## src/rtl/nn_infer_sequencer.sv

```systemverilog
// Inference job sequencer for the 2-2-1 XOR network datapath.
// Holds weight/bias config, buffers operand pairs and returns thresholded results.
module nn_infer_sequencer #(
    parameter int exp_width  = 8,
    parameter int mant_width = 24,
    parameter int FIFO_DEPTH = 4,
    parameter int TIMEOUT    = 64,
    localparam int dw = exp_width + mant_width
) (
    input  logic          clk,
    input  logic          rst_l,
    input  logic          cfg_we,
    input  logic [3:0]    cfg_addr,
    input  logic [dw-1:0] cfg_wdata,
    input  logic          req_valid,
    output logic          req_ready,
    input  logic [dw-1:0] req_a,
    input  logic [dw-1:0] req_b,
    output logic [dw-1:0] nn_w11,
    output logic [dw-1:0] nn_w12,
    output logic [dw-1:0] nn_w21,
    output logic [dw-1:0] nn_w22,
    output logic [dw-1:0] nn_b1,
    output logic [dw-1:0] nn_b2,
    output logic [dw-1:0] nn_w31,
    output logic [dw-1:0] nn_w32,
    output logic [dw-1:0] nn_b3,
    output logic [2:0]    nn_round_mode,
    output logic [dw-1:0] nn_a,
    output logic [dw-1:0] nn_b,
    output logic          nn_start,
    input  logic          nn_ready,
    input  logic [dw-1:0] nn_result,
    output logic          resp_valid,
    input  logic          resp_ready,
    output logic [dw-1:0] resp_data,
    output logic          resp_bit,
    output logic          resp_timeout,
    output logic          busy
);

    localparam int AW = $clog2(FIFO_DEPTH);
    localparam int CW = $clog2(TIMEOUT) + 1;
    // 0.5 in the configured FP format: biased exponent of 2^-1, zero mantissa
    localparam logic [dw-2:0] HALF =
        (dw-1)'(2 ** (exp_width - 1) - 2) << (mant_width - 1);

    typedef enum logic [1:0] {IDLE, LAUNCH, WAIT, RESP} state_t;

    state_t state, state_n;

    logic [dw-1:0] cfg_q [9];
    logic [dw-1:0] fifo_a [FIFO_DEPTH];
    logic [dw-1:0] fifo_b [FIFO_DEPTH];
    logic [AW:0]   wptr, rptr;
    logic [CW-1:0] cnt;
    logic          empty, full, push, pop;
    logic          cap_ok, cap_to, cfg_ok, res_bit;

    assign empty = (wptr == rptr);
    assign full  = (wptr[AW] != rptr[AW]) &&
                   (wptr[AW-1:0] == rptr[AW-1:0]);
    assign req_ready = !full;
    assign push = req_valid && req_ready;
    assign cfg_ok = cfg_we && (state == IDLE) && empty;
    assign busy = (state != IDLE) || !empty;
    assign res_bit = !nn_result[dw-1] && (nn_result[dw-2:0] > HALF);

    assign nn_w11 = cfg_q[0];
    assign nn_w12 = cfg_q[1];
    assign nn_w21 = cfg_q[2];
    assign nn_w22 = cfg_q[3];
    assign nn_b1  = cfg_q[4];
    assign nn_b2  = cfg_q[5];
    assign nn_w31 = cfg_q[6];
    assign nn_w32 = cfg_q[7];
    assign nn_b3  = cfg_q[8];

    always_comb begin
        state_n    = state;
        pop        = 1'b0;
        cap_ok     = 1'b0;
        cap_to     = 1'b0;
        nn_start   = 1'b0;
        resp_valid = 1'b0;
        unique case (state)
            IDLE: begin
                if (!empty) begin
                    pop     = 1'b1;
                    state_n = LAUNCH;
                end
            end
            LAUNCH: begin
                nn_start = 1'b1;
                state_n  = WAIT;
            end
            WAIT: begin
                if (nn_ready) begin
                    cap_ok  = 1'b1;
                    state_n = RESP;
                end else if (cnt == CW'(TIMEOUT - 1)) begin
                    cap_to  = 1'b1;
                    state_n = RESP;
                end
            end
            RESP: begin
                resp_valid = 1'b1;
                if (resp_ready) state_n = IDLE;
            end
            default: state_n = IDLE;
        endcase
    end

    // Storage needs no reset; pointers alone define occupancy
    always_ff @(posedge clk) begin
        if (push) begin
            fifo_a[wptr[AW-1:0]] <= req_a;
            fifo_b[wptr[AW-1:0]] <= req_b;
        end
    end

    always_ff @(posedge clk) begin
        if (!rst_l) begin
            state         <= IDLE;
            wptr          <= '0;
            rptr          <= '0;
            cnt           <= '0;
            nn_a          <= '0;
            nn_b          <= '0;
            resp_data     <= '0;
            resp_bit      <= 1'b0;
            resp_timeout  <= 1'b0;
            nn_round_mode <= 3'd0;
            for (int i = 0; i < 9; i++) cfg_q[i] <= '0;
        end else begin
            state <= state_n;
            if (push) wptr <= wptr + 1'b1;
            if (pop) begin
                nn_a <= fifo_a[rptr[AW-1:0]];
                nn_b <= fifo_b[rptr[AW-1:0]];
                rptr <= rptr + 1'b1;
            end
            if (nn_start) cnt <= '0;
            else if (state == WAIT) cnt <= cnt + 1'b1;
            if (cap_ok) begin
                resp_data    <= nn_result;
                resp_bit     <= res_bit;
                resp_timeout <= 1'b0;
            end else if (cap_to) begin
                resp_data    <= '0;
                resp_bit     <= 1'b0;
                resp_timeout <= 1'b1;
            end
            if (cfg_ok) begin
                if (cfg_addr < 4'd9) cfg_q[cfg_addr] <= cfg_wdata;
                else if (cfg_addr == 4'd9) nn_round_mode <= cfg_wdata[2:0];
            end
        end
    end

endmodule

```

## config.mk

```make
export PLATFORM = sky130hd
export DESIGN_NAME = nn_infer_sequencer
export DESIGN_NICKNAME = d
export VERILOG_FILES = /design/src/rtl/nn_infer_sequencer.sv
export SDC_FILE = /design/constraint.sdc
export NUM_CORES = 1
export LEC_CHECK = 0
export CAP_MARGIN = 20
export CORE_ASPECT_RATIO = 1.2
export CORE_UTILIZATION = 35
export DETAILED_ROUTE_END_ITERATION = 16
export SLEW_MARGIN = 20
export SYNTH_ARGS = -nofsm -noshare
export SYNTH_HDL_FRONTEND = slang
export SYNTH_SLANG_ARGS = --single-unit
```

## constraint.sdc

```tcl
create_clock -name clk -period 3.2 [get_ports clk]
set_input_delay 0.64 -clock clk [delete_from_list [all_inputs] [get_ports clk]]
set_output_delay 0.64 -clock clk [all_outputs]
set_load 0.005 [all_outputs]
```

==> results of run 1 <==
==> worst paths after layout <==
check	end	start	depth (start not counted)	slack (ps)
worst min-delay path	nn_round_mode[2]	rst_l	3	400
worst max-delay path	busy	wptr[1]	4	260
worst min register to register	nn_round_mode[2]	nn_round_mode[2]	2	460
worst max register to register	cfg_q[7][7]	state[0]	7	730
==> power by group through the flow <==
stage | logic, W | clock network (W) | registers, W
3_5_place_dp | 0.00419 | 0 | 0.0106
3_3_place_gp | 0.00415 | 0 | 0.0106
6_report | 0.00411 | 0.00759 | 0.0104
2_1_floorplan | 0.00186 | 0 | 0.0106
5_1_grt | 0.00448 | 0.00808 | 0.0105
4_1_cts | 0.00421 | 0.00781 | 0.0104
==> per-layer routing <==
metal  up-vias  routed length [um]
li1       6783                   -
met1      7443               27000
met2       555               33800
met3        93                5900
met4        10                1860
met5         -                  69
==> through the flow <==
| stage | worst slack [ps] | std cells | power (W) |
|---|---|---|---|
| 2_1_floorplan | 277 | 1517 | 0.0125 |
| 6_report | 258 | 3014 | 0.0221 |
| 5_1_grt | 87.0 | 3014 | 0.0231 |
| 3_3_place_gp | 482 | 2889 | 0.0147 |
| 4_1_cts | 75.7 | 3014 | 0.0225 |
| 3_5_place_dp | 444 | 2889 | 0.0148 |
==> cell families after synthesis <==
logic type                 synth area share [%]
and+or+nand+nor                            12.3
AOI/OAI and AO/OA                          2.80
muxes                                      6.10
xor gates and xnor gates                  0.488
DFF                                        75.8
adders and majority gates                 0.559
buffers and inverters                      2.00
==> timing repair <==
action | 4_1_cts | 5_1_grt
buffers inserted | 0 | 0
gates resized for setup | 0 | 2
setup endpoints to repair | 0 | 1
==> flip-flops by register name, indices dropped and copies added, names as in the netlist, 7 cells and up <==
signal / flops
fifo_a: 128
nn_b: 32
resp_data: 32
fifo_b: 128
nn_a: 32
cfg_q: 288
cnt: 7
==> Yosys cell counts, types with 7 or more instances <==
library cell,n
a22oi_1,32
and2_1,104
and3_1,196
buf_2,26
clkbuf_1,74
dfxtp_1,116
edfxtp_1,544
ha_1,11
inv_1,7
mux4_2,64
nand2_1,94
nand3_1,67
nor2_1,11
nor2b_1,33
nor4_1,7
o21ai_0,69
==> critical path, delay by kind of cell, from the launching register on <==
family,cells,cell delay (ps)
simple gates,2,240
flops,1,490
buf+inv,1,630
xor+xnor,1,340
==> area by class of cell <==
type                       count  area (sq um)
multi-input combinational    740          5550
tap                          918          1150
clock buffer                  87          1800
clock inverter                38           340
timing repair buffer         564          5760
inverter                       7          27.5
sequential                   660         18700
fill                        5969         36300
==> flow_summary_export.csv, run 1 <==
group,metric,value,unit
outcome,status,"finished clean",
critical_path,critical-path-max-stage-delay,630,ps
clock_network,htree_num_levels,3,
yosys,synth-warning-count,0,
critical_path,critPathKind,"register to output pin",
floorplan,dieArea,71400,sq um
run,drv_cap,0,
floorplan,initial_core_utilization,35.3,%
yosys,mappedNetlistNets,1666,
yosys,synth_area_leader_cell,"edfxtp_1",
route,drt-total-wl,68600,um
yosys,synth-main-ff-cell,"edfxtp_1",
critical_path,timing.critical_path.arrival,2300,ps
yosys,synthTopCellsByArea,"edfxtp_1 66%, dfxtp_1 9.4%, mux4_2 5.9%, and3_1 5.0%, and2_1 2.6%",
yosys,synth-edff-count,544,
sta,max_freq,340,MHz
critical_path,crit_chain,"xor2_4 > nor3_1 > nand2_1 > clkdlybuf4s50_1",
clock_network,clock-root-buffer,"clkbuf_16",
floorplan,die_width,244,um
sta,fin_setup_tns,0,ps
sta,final_cycle_share,91.9,%
hold_path,timing.hold.worst.class,"input port to register",
yosys,yosysTopAreaCellShare,66.4,%
sta,unrepaired_setup_endpoints_after_global_routing,"false",
layout,layout-area-overhead-vs-synth,35.3,%
clock_network,cts_hold_buffers,0,
floorplan,core-area,69600,sq um
power,cellPowerDensity,665,nW/um^2
sta,hold-worst-slack,396,ps
layout,commonest_non_fill_non_tap_cells_in_the_layout,"544 x edfxtp_1, 529 x clkdlybuf4s50_1, 196 x and3_1, 114 x dfxtp_1, 100 x and2_1",
grt,grt_usage,19.0,%
critical_path,cp-end-kind,"output pin",
power,combPwrFrac,18.6,%
power,p_sw,0.00578,W
grt,grt_antenna_before_repair,5,
clock_network,insertion_delay,610,ps
sta,fin_crit,2940,ps
grt,global_route.overflow_total,0,
layout,fin_util,47.8,%
critical_path,critical_path.max_fanout,7,
yosys,synth_seq_cells,660,
placed_design,postPlaceCellArea,31100,sq um
power,leakage,12.1,nW
route,dr_drc_count,0,
sta,setup_violations,0,
floorplan,dieHeight,293,um
grt,grt_use_met2,31.8,%
clock_network,cts-buffers-inserted,68,
clock_network,tritoncts_num_sinks,660,
yosys,synth.avg_cell_area,16.2,sq um
grt,grt_max_degree,177,
layout,final_layout_size_suffix_gt1_share,10.4,%
route,vias,14900,
route,route.antenna.remaining_nets,0,
grt,grt_pass1_wl,101000,um
yosys,post_synth_instance_area,24600,sq um
layout,antenna_cells,0,
power,vdd.ir_drop.worst,0.000504,V
placed_design,routabilityCongestion,0.818,
grt,grtUsageMet3,5.96,%
critical_path,crit_required,2560,ps
yosys,number_of_instances_in_the_synthesized_netlist,1517,
grt,grt.met1_usage,23.2,%
yosys,seq_area_frac_synth,75.8,%
placed_design,post-dp-hpwl,45200,um
route,drtPass1Iterations,4,
clock_network,cts_max_path_buffers,3,
sta,final.setup_skew,16.9,ps
critical_path,start_kind,"register",
critical_path,cpMaxStageDelayCell,"clkdlybuf4s50_1",
clock_network,tritoncts,"done",
layout,fin_area,33300,sq um
power,seqPwrFrac,47.1,%
grt,first_global_vias,15200,
sta,timing_max_transition_violations_final,0,
floorplan,design.portCount,531,
power,power.share.switching,26.1,%
clock_network,worst_setup_hold_path_clk_slew,60,ps
sta,relSlewSlack,30.8,%
sta,worst-slew-pin-transition,1040,ps
yosys,post_synthesis_async_set_or_reset_flop_share,0,%
floorplan,placement_rows,106,
route,dr.first_iter.drc_count,791,
sta,finalHoldViolations,0,
route,drt-vias-per-instance,4.94,
placed_design,placement.io_buffers,530,
power,power.clock.fraction,34.3,%
power,internal-power,0.0164,W
grt,routing_layer_with_the_top_usage_in_global_route,"met2",
layout,finish.net_count,2190,
layout,final_common_cell,"edfxtp_1",
yosys,yosys.cell_types.count,44,
route,detail_route.wl_per_cell,22.8,um
No activity file was read; power rests on OpenSTA's default activity.
==> run 2: changes to the inputs <==
--- a/config.mk
+++ b/config.mk
@@ -7,6 +7,7 @@
 export LEC_CHECK = 0
 export CAP_MARGIN = 20
 export CORE_ASPECT_RATIO = 1.2
+export CORE_MARGIN = 2
 export CORE_UTILIZATION = 35
 export DETAILED_ROUTE_END_ITERATION = 16
 export SLEW_MARGIN = 20
==> run 2 against run 1 <==
Against the previous run:
- wire length grew 1.5%
- clock-buffer cell count fell by 1
- clock power up 0.5%
- register-to-register slack worse by 20 ps
- critical path depth unchanged
- total power about the same
- sequential share of layout area hardly changed
- sequential cell count stayed put
- first-iteration DRC count is 29% higher
- via count is 1.5% higher
- cell count about the same
- design area about the same
- critical endpoint unchanged
- largest power group unchanged
- highest routed layer unchanged
==> flow_summary_export.csv, run 2 (same netlist as run 1, synthesis figures left out) <==
group,metric,value,unit
layout,multi_input_gate_area,5550,sq um
placed_design,post-dp-hpwl,47300,um
floorplan,design.portCount,531,
critical_path,critPathKind,"register to output pin",
grt,grt_usage,18.8,%
hold_path,holdPathStages,3,
power,cellPowerDensity,665,nW/um^2
placed_design,placed_instances,2891,
clock_network,cts-buffers-inserted,68,
hold_path,timing.hold.worst.class,"input port to register",
sta,fin_crit,3020,ps
critical_path,setup.reg_to_reg.worst_slack,710,ps
layout,fill_cells,5924,
grt,grt_max_degree,177,
critical_path,cp-end-kind,"output pin",
power,leakage,12.1,nW
sta,setup_slack,176,ps
critical_path,r2r_start,"state[0]",
layout,antenna_cells,0,
critical_path,cpMaxStageDelayCell,"clkdlybuf4s50_1",
route,drt-total-wl,69700,um
layout,layout-area-overhead-vs-synth,35.3,%
critical_path,critical_path_depth,4,
clock_network,cts_max_path_buffers,3,
grt,grt_antenna_before_repair,6,
route,drtPass1Iterations,5,
hold_path,hp-start,"rst_l",
critical_path,critical_path.top_delay_family,"buffers and inverters",
floorplan,initial_core_utilization,35.3,%
critical_path,critical_path.max_fanout,7,
route,dr_drc_count,0,
critical_path,critical-path-max-stage-delay,580,ps
layout,seqCellArea,18700,sq um
sta,max_freq,331,MHz
layout,commonest_non_fill_non_tap_cells_in_the_layout,"544 x edfxtp_1, 529 x clkdlybuf4s50_1, 196 x and3_1, 114 x dfxtp_1, 100 x and2_1",
sta,fin_setup_tns,0,ps
layout,largest_register_ffs,288,
route,detail_route.wl_per_cell,23.1,um
sta,unrepaired_setup_endpoints_after_global_routing,"false",
sta,finalHoldViolations,0,
critical_path,crit_required,2560,ps
critical_path,worstReg2RegEnd,"cfg_q[0][10]",
grt,global_route.overflow_total,0,
outcome,status,"finished clean",
sta,final_cycle_share,94.5,%
critical_path,r2r_cells,6,
grt,first_global_vias,15300,
grt,grt_pass1_wl,101000,um
route,drt-vias-per-instance,5.02,
placed_design,placement.io_buffers,530,
critical_path,timing.critical_path.arrival,2380,ps
run,drv_cap,0,
layout,final_cell_count_no_fill,3011,
layout,final_layout_size_suffix_gt1_share,10.4,%
critical_path,path_buf_inv,1,
critical_path,crit_chain,"xor2_2 > nor3_1 > nand2_1 > clkdlybuf4s50_1",
floorplan,placement_rows,106,
clock_network,tritoncts_num_sinks,660,
layout,final_common_cell,"edfxtp_1",
power,vdd.ir_drop.worst,0.000457,V
route,dr.first_iter.drc_count,1023,
clock_network,htree_num_levels,3,
clock_network,clock-root-buffer,"clkbuf_16",
critical_path,start_kind,"register",
route,route.antenna.remaining_nets,0,
clock_network,worst_setup_hold_path_clk_slew,60,ps
floorplan,dieArea,72500,sq um
sta,worst-slew-pin-transition,1050,ps
hold_path,worstHoldEndpoint,"nn_round_mode[1]",
floorplan,dieHeight,295,um
floorplan,die_width,246,um
layout,finish.net_count,2192,
sta,final.setup_skew,17.5,ps
clock_network,tritoncts,"done",
sta,timing_max_transition_violations_final,0,
route,vias,15100,
placed_design,routabilityCongestion,0.831,
sta,relSlewSlack,30.1,%
clock_network,insertion_delay,610,ps
sta,setup_violations,0,
layout,registers.top_by_ff_count,"cfg_q",
floorplan,core-area,69600,sq um
sta,hold-worst-slack,403,ps
placed_design,placement.setup.worst_slack,465,ps
## run 2: cell types whose count changed in the layout (fill, tap and decap cells not counted), moves of 3 or more
cell	before	now
buf_4	18	21
clkinv_8	1	5
clkbuf_1	16	13
clkinv_2	13	7
## run 2: metrics by stage
step                      power, W  instance area (sq um)  util [%]
after floorplan             0.0125                  24600         -
after global placement      0.0147                  31100      44.7
after detailed placement    0.0148                  31100      44.7
after CTS                   0.0225                  33300      47.8
after global routing        0.0232                  33300      47.8
final                       0.0222                  33300      47.8
## run 2: report_power, final
group / total [W] / switching, W / internal, W
Combinational: 0.00410 / 0.00211 / 0.00199
Clock: 0.00763 / 0.00328 / 0.00436
Sequential: 0.0104 / 0.000358 / 0.0101
Total: 0.0222 / 0.00574 / 0.0164
## run 2: how the worst max path moves through the flow
stage                start           end  slack [ps]
6_report           wptr[0]          busy         180
5_1_grt            wptr[0]          busy          30
4_1_cts            wptr[2]          busy          30
3_5_place_dp   cfg_addr[0]   cfg_q[0][4]         460
3_3_place_gp   cfg_addr[0]   cfg_q[1][8]         510
2_1_floorplan      wptr[1]  fifo_a[0][0]         280
## run 2: metal layers
metal	GRT usage, %	vias to the layer above	part of all wire (%)
met2	32.0	589	50
met5	0	-	0.12
li1	-	6779	-
met4	6.00	12	2.3
met3	6.62	88	9.6
met1	22.3	7635	38
## run 2: cell type report
cell class                      instances  share of cell area (%)
Multi-Input combinational cell        740                    16.7
Tap cell                              918                    3.45
Clock buffer                           86                    5.53
Sequential cell                       660                    56.0
Clock inverter                         34                   0.954
Inverter                                7                  0.0789
Timing Repair Buffer                  566                    17.3
## run 2: worst reg2reg max path: stages (launching register included)
cell,delay (ps)
dfxtp_1,340
inv_1,120
ha_1,360
nand2b_1,150
nor4_4,310
buf_4,730
and3_1,350
## run 2: repair_timing
item,in CTS,in global routing
endpoints found under the setup margin,0,1
gates resized for setup,0,2
hold buffers,0,0
endpoints found under the hold margin,0,0
buffers inserted,0,0
